**src/rtl/mdio_responder.sv**
```systemverilog
// MDIO Clause 22 PHY-side responder.
// Decodes management frames arriving on mdc/mdio. Reads are served from an
// external 32 x 16-bit register port and writes are forwarded to it. The pad
// itself (tri-state buffer) is assembled outside from mdio_i/mdio_o/mdio_oe.
module mdio_responder #(
    parameter int PREAMBLE_LEN = 32,
    parameter int SYNC_STAGES  = 2
) (
    input  logic        clk,
    input  logic        rst,
    input  logic        mdc,
    input  logic        mdio_i,
    output logic        mdio_o,
    output logic        mdio_oe,
    input  logic [4:0]  phy_addr,
    output logic [4:0]  reg_addr,
    output logic        reg_rd,
    input  logic [15:0] reg_rdata,
    output logic        reg_wr,
    output logic [15:0] reg_wdata,
    output logic        busy,
    output logic        frame_err
);

    localparam int PCW = $clog2(PREAMBLE_LEN + 1);
    localparam logic [PCW-1:0] PRE_FULL = PCW'(PREAMBLE_LEN);
    localparam logic [PCW-1:0] PRE_ONE  = PCW'(1);
    localparam logic [PCW-1:0] PRE_ZERO = PCW'(0);

    typedef enum logic [3:0] {
        PREAMBLE = 4'd0,
        ST2      = 4'd1,
        OP       = 4'd2,
        PHYAD    = 4'd3,
        REGAD    = 4'd4,
        RD_TA    = 4'd5,
        RD_DATA  = 4'd6,
        RD_END   = 4'd7,
        WR_TA    = 4'd8,
        WR_DATA  = 4'd9,
        SKIP     = 4'd10
    } state_t;

    logic [SYNC_STAGES-1:0] mdc_sync_r;
    logic [SYNC_STAGES-1:0] mdio_sync_r;
    logic                   mdc_prev_r;
    logic                   rise_s;
    logic                   bit_s;

    state_t                 state_r;
    logic [PCW-1:0]         pre_cnt_r;
    logic [4:0]             bit_cnt_r;
    logic [15:0]            sh_r;
    logic                   op_first_r;
    logic                   op_rd_r;
    logic                   match_r;
    logic                   rd_pend_r;

    // Bring mdc and mdio into the clk domain through equal-depth chains
    always_ff @(posedge clk or posedge rst) begin
        if (rst) begin
            mdc_sync_r  <= {SYNC_STAGES{1'b0}};
            mdio_sync_r <= {SYNC_STAGES{1'b0}};
            mdc_prev_r  <= 1'b0;
        end else begin
            mdc_sync_r  <= {mdc_sync_r[SYNC_STAGES-2:0], mdc};
            mdio_sync_r <= {mdio_sync_r[SYNC_STAGES-2:0], mdio_i};
            mdc_prev_r  <= mdc_sync_r[SYNC_STAGES-1];
        end
    end

    assign rise_s = mdc_sync_r[SYNC_STAGES-1] & ~mdc_prev_r;
    assign bit_s  = mdio_sync_r[SYNC_STAGES-1];

    // Frame decoder: every bit decision is taken on a synchronized mdc rise
    always_ff @(posedge clk or posedge rst) begin
        if (rst) begin
            state_r    <= PREAMBLE;
            pre_cnt_r  <= PRE_ZERO;
            bit_cnt_r  <= 5'd0;
            sh_r       <= 16'd0;
            op_first_r <= 1'b0;
            op_rd_r    <= 1'b0;
            match_r    <= 1'b0;
            rd_pend_r  <= 1'b0;
            mdio_o     <= 1'b0;
            mdio_oe    <= 1'b0;
            reg_addr   <= 5'd0;
            reg_rd     <= 1'b0;
            reg_wr     <= 1'b0;
            reg_wdata  <= 16'd0;
            busy       <= 1'b0;
            frame_err  <= 1'b0;
        end else begin
            reg_rd    <= 1'b0;
            reg_wr    <= 1'b0;
            frame_err <= 1'b0;
            rd_pend_r <= reg_rd;
            if (rise_s) begin
                case (state_r)
                    PREAMBLE: begin
                        if (bit_s) begin
                            if (pre_cnt_r < PRE_FULL) begin
                                pre_cnt_r <= pre_cnt_r + PRE_ONE;
                            end
                        end else if (pre_cnt_r >= PRE_FULL) begin
                            state_r <= ST2;
                            busy    <= 1'b1;
                        end else begin
                            pre_cnt_r <= PRE_ZERO;
                        end
                    end
                    ST2: begin
                        if (bit_s) begin
                            state_r   <= OP;
                            bit_cnt_r <= 5'd0;
                        end else begin
                            frame_err <= 1'b1;
                            busy      <= 1'b0;
                            pre_cnt_r <= PRE_ZERO;
                            state_r   <= PREAMBLE;
                        end
                    end
                    OP: begin
                        if (bit_cnt_r == 5'd0) begin
                            op_first_r <= bit_s;
                            bit_cnt_r  <= 5'd1;
                        end else if ({op_first_r, bit_s} == 2'b10 || {op_first_r, bit_s} == 2'b01) begin
                            op_rd_r   <= op_first_r;
                            state_r   <= PHYAD;
                            bit_cnt_r <= 5'd0;
                        end else begin
                            frame_err <= 1'b1;
                            busy      <= 1'b0;
                            pre_cnt_r <= PRE_ZERO;
                            state_r   <= PREAMBLE;
                        end
                    end
                    PHYAD: begin
                        sh_r      <= {sh_r[14:0], bit_s};
                        bit_cnt_r <= bit_cnt_r + 5'd1;
                        if (bit_cnt_r == 5'd4) begin
                            match_r   <= ({sh_r[3:0], bit_s} == phy_addr);
                            state_r   <= REGAD;
                            bit_cnt_r <= 5'd0;
                        end
                    end
                    REGAD: begin
                        sh_r      <= {sh_r[14:0], bit_s};
                        bit_cnt_r <= bit_cnt_r + 5'd1;
                        if (bit_cnt_r == 5'd4) begin
                            reg_addr  <= {sh_r[3:0], bit_s};
                            bit_cnt_r <= 5'd0;
                            if (!match_r) begin
                                state_r <= SKIP;
                            end else if (op_rd_r) begin
                                reg_rd  <= 1'b1;
                                mdio_oe <= 1'b0;
                                state_r <= RD_TA;
                            end else begin
                                state_r <= WR_TA;
                            end
                        end
                    end
                    RD_TA: begin
                        // second turnaround bit: drive a 0 ahead of the data
                        mdio_oe   <= 1'b1;
                        mdio_o    <= 1'b0;
                        bit_cnt_r <= 5'd0;
                        state_r   <= RD_DATA;
                    end
                    RD_DATA: begin
                        mdio_o    <= sh_r[15];
                        sh_r      <= {sh_r[14:0], 1'b0};
                        bit_cnt_r <= bit_cnt_r + 5'd1;
                        if (bit_cnt_r == 5'd15) begin
                            state_r <= RD_END;
                        end
                    end
                    RD_END: begin
                        mdio_oe   <= 1'b0;
                        mdio_o    <= 1'b0;
                        busy      <= 1'b0;
                        pre_cnt_r <= PRE_ZERO;
                        state_r   <= PREAMBLE;
                    end
                    WR_TA: begin
                        if (bit_s == (bit_cnt_r == 5'd0)) begin
                            bit_cnt_r <= (bit_cnt_r == 5'd0) ? 5'd1 : 5'd0;
                            state_r   <= (bit_cnt_r == 5'd0) ? WR_TA : WR_DATA;
                        end else begin
                            frame_err <= 1'b1;
                            busy      <= 1'b0;
                            pre_cnt_r <= PRE_ZERO;
                            state_r   <= PREAMBLE;
                        end
                    end
                    WR_DATA: begin
                        sh_r      <= {sh_r[14:0], bit_s};
                        bit_cnt_r <= bit_cnt_r + 5'd1;
                        if (bit_cnt_r == 5'd15) begin
                            reg_wdata <= {sh_r[14:0], bit_s};
                            reg_wr    <= 1'b1;
                            busy      <= 1'b0;
                            pre_cnt_r <= PRE_ZERO;
                            state_r   <= PREAMBLE;
                        end
                    end
                    SKIP: begin
                        // another PHY owns this frame: sit out turnaround and data
                        bit_cnt_r <= bit_cnt_r + 5'd1;
                        if (bit_cnt_r == 5'd17) begin
                            busy      <= 1'b0;
                            pre_cnt_r <= PRE_ZERO;
                            state_r   <= PREAMBLE;
                        end
                    end
                    default: begin
                        mdio_oe   <= 1'b0;
                        busy      <= 1'b0;
                        pre_cnt_r <= PRE_ZERO;
                        state_r   <= PREAMBLE;
                    end
                endcase
            end
            // read data arrives the clk after the strobe; load it for shifting out
            if (rd_pend_r) begin
                sh_r <= reg_rdata;
            end
        end
    end

endmodule

```
**config.mk**
```make
export PLATFORM = sky130hd
export DESIGN_NAME = mdio_responder
export DESIGN_NICKNAME = d
export VERILOG_FILES = /design/src/rtl/mdio_responder.sv
export SDC_FILE = /design/constraint.sdc
export NUM_CORES = 1
export LEC_CHECK = 0
export ABC_AREA = 1
export BUFFER_PORTS_ARGS = -buffer_cell sky130_fd_sc_hd__buf_2
export CAP_MARGIN = 20
export CORE_MARGIN = 2
export CORE_UTILIZATION = 45
export DETAILED_ROUTE_END_ITERATION = 10
export PLACE_DENSITY = 0.68
export SLEW_MARGIN = 0
export SYNTH_ARGS = -nofsm -noshare
export SYNTH_HDL_FRONTEND = slang
export SYNTH_SLANG_ARGS = --single-unit
```
**constraint.sdc**
```tcl
create_clock -name clk -period 1.85 [get_ports clk]
set_clock_uncertainty 0.1 [all_clocks]
set_input_delay 0.185 -clock clk [delete_from_list [all_inputs] [get_ports clk]]
set_output_delay 0.185 -clock clk [all_outputs]
set_load 0.02 [all_outputs]
```
==> summary.txt, run 1 <==
Finish
  – Final cell count without fillers: 686
  – Area growth, synth to finish: 31.8%
  – NumNets Final: 611
  – Fillers: 721
  – Ant diodes: 0
  – Final instance area: 4820 µm²
  – Share of post-route cells with drive strength above 1: 30.1%
  – Final design utilization: 61.7%

STA
  – Final Setup Violations: 15
  – Max-Slew Margin vs Limit: 70.9%
  – Fin. max-slew vios: 0
  – Fmax: 516 MHz
  – Worst slew pin tran: 436 ps
  – Final hold vios: 0
  – TNS Setup: -1010 ps
  – Setup repair after global routing missed its margin: true
  – Setup ws final: -89.5 ps
  – Final period util: 105%
  – Min Tclk post-route: 1940 ps

Worst setup path
  – CP Class: reg2reg
  – Worst EP required: 1980 ps
  – CP arrival: 2070 ps
  – Worst-path fanout max: 4
  – Startpoint Class: flop
  – Worst Setup End Kind: flop

CTS
  – CTS tree: yes
  – CTS Root Cell: clkbuf_8
  – Clock Latency Late Sink: 340 ps
  – CTS max path bufs: 2
  – CTS Buf Count: 9
  – Htree depth: 3
  – CTS Sinks: 67
  – Clock Pin Slew Worst Setup and Hold Paths: 80 ps

GRT
  – Vias in the first global route: 3393
  – First-pass GRT wire length: 16000 µm
  – Total track usage: 23.3%
  – Initial antenna violation count: 0
  – GRT overflow: 0
  – Largest net degree at the start of global routing: 35

Synthesis
  – Number of library cell types mapped by synthesis: 30
  – Post-synthesis instance area: 3650 µm²
  – Post-Syn Nets: 521
  – Area leader, netlist: dfrtp_1
  – Sequential area share after synthesis: 45.9%
  – Top cell type's share of synthesized area: 45.9%
  – Synth Register Bits: 67
  – Largest cells by area after synthesis: dfrtp_1 (46%), nand2_1 (17%), nand3_1 (9.0%)
  – Yosys warns: 0
  – Post-Synthesis Cells: 489
  – Syn Area/Cell: 7.47 µm²

Run status
  – Failing checks: setup timing
  – Status: complete, but fails checks

Floorplan
  – Count of standard-cell rows: 32
  – Die span in y: 94.1 µm
  – Starting Density: 46.8%
  – Die Area: 8860 µm²
  – Die X: 94.1 µm
  – CORE AREA: 7810 µm²
  – Ports: 52

Pwr
  – Lkg Pwr: 2.59 nW
  – Pwr/cell area: 679 nW/µm²
  – Maximum vdd drop: 0.565 mV

Routing
  – Detailed Route WL: 9600 µm
  – Iteration-0 DRC Markers: 208
  – DRT antenna net count: 0
  – WL/cell: 14.0 µm
  – Via density: 5.13
  – Total number of vias: 3518
  – # DRC: 0
  – Drt first pass iters: 5

Flow run
  – Max-cap violations: 0

Place
  – Placed cell count: 656
  – Port buffer count: 51
  – Dpl ws: -101 ps
  – Post-DP HPWL: 6660 µm
  – Area after DPL: 4230 µm²
  – GP Congestion: 1.03

Min path
  – HP Class: in2reg
cell type report:
type	count	area (µm²)	share of cell area (%)
clock buffer	9	124	2.57
tap	102	128	2.65
timing repair buffer	93	617	12.8
inverter	51	198	4.10
sequential	67	1680	34.8
clock inverter	7	139	2.88
multi-input combinational	357	1940	40.2
cell usage in the layout (no fill, tap or decap), drive strengths merged:
cell         Yosys  layout
nand3b           1       1
dlygate4sd3      0       4
clkinv           1       3
ha               7       7
o31ai            1       1
nand2          169     169
dfrtp           67      67
xnor2            3       3
nor4             2       2
or2              1       1
nor2            46      46
a21oi            6       6
o21ai           38      38
buf              9      89
inv             50      50
bufinv           0       4
nand3           68      68
xor2             3       3
nor3             4       4
nand4            8       8
clkbuf           5       9
clkinvlp         0       1
Yosys cell counts:
master	number
o21ai_1	16
o21ai_0	21
nor2_2	9
xor2_1	3
nor3_1	3
or2_2	1
o21ai_4	1
nor2_1	34
nand2_1	161
inv_2	5
clkbuf_1	5
buf_4	3
buf_2	5
xnor2_1	3
a21oi_1	6
nand2_2	8
inv_1	45
o31ai_1	1
nand4_1	7
ha_1	7
buf_6	1
nand3b_1	1
dfrtp_1	67
nand3_1	66
nor2_4	3
nor4_1	2
nand4_2	1
nand3_2	2
nor3_2	1
clkinv_1	1
sequential cells by signal, summed over array words and instances (netlist names):
signal / cells
mdio_oe: 1
reg_addr: 5
mdio_o: 1
op_rd_r: 1
match_r: 1
busy: 1
mdc_prev_r: 1
reg_wr: 1
op_first_r: 1
rd_pend_r: 1
frame_err: 1
bit_cnt_r: 5
reg_rd: 1
sh_r: 16
pre_cnt_r: 6
mdc_sync_r: 2
mdio_sync_r: 2
state_r: 4
reg_wdata: 16
worst max-delay path: stages (launching register included):
cell	delay [ps]
dfrtp_1	430
inv_2	100
ha_4	160
nand2_4	60
buf_4	130
nor2_1	270
nand2_1	130
nand3_1	130
nor2_4	50
buf_4	130
nand3_1	80
nand2_1	60
stage by stage:
stage / hold WS (ps) / power [mW]
after detailed placement: 195 / 1.67
after global routing: 117 / 3.38
after floorplan: 116 / 1.60
after global placement: 195 / 1.66
after CTS: 72.5 / 3.28
final: 81.7 / 3.27
final timing paths:
path / slack (ps) / depth (start not counted) / startpoint / endpoint
worst max-delay path: -90 / 11 / bit_cnt_r[0]$_DFFE_PP0P_ / state_r[3]$_DFFE_PP0P_
worst min-delay path: 80 / 5 / reg_rdata[11] / sh_r[11]$_DFFE_PP0P_
worst max register to register: -90 / 11 / bit_cnt_r[0]$_DFFE_PP0P_ / state_r[3]$_DFFE_PP0P_
worst min register to register: 250 / 0 / mdc_sync_r[0]$_DFF_PP0_ / mdc_sync_r[1]$_DFF_PP0_
max in group asynchronous: 900 / 4 / rst / state_r[1]$_DFFE_PP0P_
min in group asynchronous: 400 / 4 / rst / reg_wdata[2]$_DFFE_PP0P_
cell families after synthesis:
kind of cell / after synthesis / share of synthesized area, %
AND/OR/NAND/NOR: 299 / 36.4
flip-flops: 67 / 45.9
buffers and inverters: 65 / 7.36
AO/OA/AOI/OAI: 45 / 6.54
adder cells (fa/ha/maj): 7 / 2.40
XOR/XNOR: 6 / 1.44
report_power, final:
part	internal, mW	switching [mW]
clock	1.03	0.583
combinational	0.0638	0.0992
sequential	1.48	0.0148
total	2.57	0.697
timing repair:
item / in CTS / in global routing
setup endpoints to repair: 30 / 52
hold endpoints to repair: 70 / 0
hold buffers: 4 / 0
pin swaps: 12 / 20
gates resized for setup: 19 / 35
buffers inserted: 7 / 3
layer usage:
| metal | share of wire (%) | global-route usage [%] | vias to the layer above |
|---|---|---|---|
| li1 | - | - | 1739 |
| met1 | 45 | 31.7 | 1659 |
| met2 | 47 | 37.4 | 106 |
| met3 | 5.5 | 4.41 | 14 |
| met4 | 1.9 | 7.61 | 0 |
| met5 | 0 | 0 | - |
Power figures use the tool's default switching activity.
==> run 2, diff against run 1 <==
--- a/config.mk
+++ b/config.mk
@@ -5,7 +5,6 @@
 export SDC_FILE = /design/constraint.sdc
 export NUM_CORES = 1
 export LEC_CHECK = 0
-export ABC_AREA = 1
 export BUFFER_PORTS_ARGS = -buffer_cell sky130_fd_sc_hd__buf_2
 export CAP_MARGIN = 20
 export CORE_MARGIN = 2
==> summary.txt, run 2 <==
Routing
  – Detailed Route WL: 9720 µm
  – Drt first pass iters: 4
  – Total number of vias: 3086
  – Via density: 5.40
  – Iteration-0 DRC Markers: 241
  – DRT antenna net count: 0
  – WL/cell: 17.0 µm
  – # DRC: 0

Place
  – Placed cell count: 518
  – GP Congestion: 0.926
  – Dpl ws: -431 ps
  – Port buffer count: 51
  – Post-DP HPWL: 5880 µm

STA
  – Max-Slew Margin vs Limit: 69.0%
  – Final Setup Violations: 38
  – Final hold vios: 0
  – Setup repair after global routing missed its margin: true
  – TNS Setup: -8940 ps
  – Setup ws final: -428 ps
  – Fin. max-slew vios: 0
  – Worst slew pin tran: 463 ps
  – Min Tclk post-route: 2280 ps
  – Hold WS: 260 ps
  – Final period util: 123%
  – Fmax: 439 MHz

Synthesis
  – Largest cells by area after synthesis: dfrtp_1 (48%), mux2i_1 (5.8%), mux2_2 (4.2%)
  – Synth Area in Compound Gates: 12.0%
  – Ys flop type: dfrtp_1
  – Mux contribution to synthesized area: 13.6%
  – Post-Syn Nets: 357
  – Sequential area share after synthesis: 48.4%
  – Post-synth EDFFs: 0
  – Area share of fa/ha/maj cells after synthesis: 2.53%
  – Yosys warns: 0
  – Number of library cell types mapped by synthesis: 57
  – Simple-gate share of the synthesized area: 17.3%
  – Commonest cells post-synth: dfrtp_1 (67), nand2_1 (31), mux2i_1 (20)
  – Area leader, netlist: dfrtp_1
  – Ys async rst share: 100%
  – XOR/XNOR Fraction of Synth Area: 1.77%
  – Post-Synthesis Cells: 325
  – Top cell type's share of synthesized area: 48.4%
  – Syn Area/Cell: 10.7 µm²
  – Post-synthesis instance area: 3460 µm²
  – Largest family of logic cells by synthesized area: simple AND/OR/NAND/NOR gates
  – Synth Register Bits: 67
  – Most common cell in the netlist: dfrtp_1

Pwr
  – Switching share of power: 25.1%
  – Maximum vdd drop: 0.584 mV
  – Internal Power: 2.24 mW
  – Pwr/cell area: 568 nW/µm²
  – Reg power frac: 50.6%
  – Clock share of power: 42.5%
  – Net switching power: 750 µW
  – Lkg Pwr: 2.32 nW
  – Comb pwr share: 6.9%

Floorplan
  – Die span in y: 91.7 µm
  – Die Area: 8420 µm²
  – CORE AREA: 7370 µm²
  – Starting Density: 47.0%
  – Die X: 91.7 µm
  – Count of standard-cell rows: 31
  – Ports: 52

Worst setup path
  – Worst EP required: 1970 ps
  – Startpoint Class: flop
  – R2R Setup Slk: -430 ps
  – R2R depth: 7
  – Reg2reg start: bit_cnt_r[1]$_DFFE_PP0P_
  – Reg-to-reg endpoint: state_r[0]$_DFFE_PP0P_
  – Crit path capture: state_r[0]$_DFFE_PP0P_
  – CP Class: reg2reg
  – Worst-path fanout max: 4
  – Setup crit start: bit_cnt_r[1]$_DFFE_PP0P_
  – CP arrival: 2400 ps
  – Worst Setup End Kind: flop

GRT
  – Largest net degree at the start of global routing: 68
  – GRT overflow: 0
  – First-pass GRT wire length: 15500 µm
  – Total track usage: 23.4%
  – Vias in the first global route: 3079
  – Initial antenna violation count: 0

CTS
  – CTS Sinks: 67
  – Htree depth: 3
  – CTS tree: yes
  – CTS Buf Count: 9
  – CTS max path bufs: 2
  – Clock Latency Late Sink: 340 ps
  – Clock Pin Slew Worst Setup and Hold Paths: 80 ps
  – CTS Root Cell: clkbuf_8

Finish
  – Share of post-route cells with drive strength above 1: 48.9%
  – Final cell count without fillers: 571
  – NumNets Final: 499
  – Area of the multi-input gates: 2020 µm²
  – Top Registers: reg_wdata x16, sh_r x16, pre_cnt_r x6
  – Ant diodes: 0
  – Fillers: 502
  – Most frequent cells in the layout: dfrtp_1 (64), buf_4 (57), buf_2 (51)
  – Most common cell after layout, fill and taps aside: dfrtp_1
  – Area growth, synth to finish: 51.8%
  – FF/Latch Area: 1680 µm²

Flow run
  – Max-cap violations: 0

Run status
  – Status: complete, but fails checks
  – Failing checks: setup timing

Min path
  – HP Class: reg2reg
[run 2: cell types whose count changed after synthesis, moves of 6 or more]
cell,delta
mux2_1,+11
mux2_2,+13
nand3_1,-53
inv_1,-31
o21ai_0,-14
nand2_1,-130
nor2_2,-9
nor2_1,-24
mux2i_1,+20
nand2b_1,+6
nand2_2,-8
[run 2: worst min path at each step]
stage / start / to / slack (ps) / cells after the start
finish: mdio_sync_r[0]$_DFF_PP0_ / mdio_sync_r[1]$_DFF_PP0_ / 260 / 0
floorplan: mdc / mdc_sync_r[0]$_DFF_PP0_ / 120 / 0
detailed placement: mdio_i / mdio_sync_r[0]$_DFF_PP0_ / 200 / 1
CTS: phy_addr[1] / match_r$_DFFE_PP0P_ / 250 / 4
global route: phy_addr[1] / match_r$_DFFE_PP0P_ / 260 / 4
global placement: mdio_i / mdio_sync_r[0]$_DFF_PP0_ / 200 / 1
[run 2: layout make-up]
type / count / share of cell area (%)
Clock buffer: 9 / 2.36
Clock inverter: 7 / 1.57
Inverter: 14 / 1.07
Multi-Input combinational cell: 226 / 38.5
Sequential cell: 67 / 32.0
Tap cell: 99 / 2.36
Timing Repair Buffer: 149 / 22.2
[run 2: timing repair]
item | CTS | global route
gates resized for setup | 51 | 45
hold buffers | 19 | 0
endpoints found under the setup margin | 55 | 60
pin swaps | 20 | 17
setup buffers | 10 | 11
hold endpoints to repair | 85 | 0
gates cloned | 2 | 0
[run 2: power by group through the flow]
stage | registers (mW) | clock network (mW) | logic, mW
after floorplan | 1.53 | 0 | 0.0929
after global placement | 1.54 | 0 | 0.158
after detailed placement | 1.54 | 0 | 0.159
after CTS | 1.51 | 1.29 | 0.199
after global routing | 1.51 | 1.37 | 0.230
final | 1.51 | 1.27 | 0.205
[run 2: per-stage QoR]
| stage | cell area, µm² | power (mW) | utilization (%) |
|---|---|---|---|
| final | 5260 | 2.99 | 71.3 |
| after global routing | 5260 | 3.11 | 71.3 |
| after CTS | 5060 | 2.99 | 68.7 |
| after detailed placement | 4300 | 1.70 | 58.3 |
| after global placement | 4300 | 1.69 | 58.3 |
| after floorplan | 3540 | 1.63 | - |
[run 2: routing by layer]
layer  global-route usage [%]  up-vias  wire length (µm)
met5                        0        -                 0
met4                     6.72        0               197
met3                     4.77       19               464
met2                     38.0       90              4820
met1                     32.0     1520              4240
li1                         -     1457                 -
[run 2: kinds of logic (layout without fill, tap and decap cells)]
family / Yosys count / count (layout)
and+or+nand+nor: 103 / 103
DFF: 67 / 67
AOI/OAI and AO/OA: 65 / 65
muxes: 44 / 44
buffers and inverters: 32 / 179
adders and majority gates: 7 / 7
xor gates and xnor gates: 7 / 7
[run 2: worst max-delay path: stages, from the launching register on]
cell,delay [ps]
dfrtp_1,390
ha_2,190
and3_4,200
ha_4,140
and4b_1,210
or3_4,420
or3_4,380
mux2i_1,130
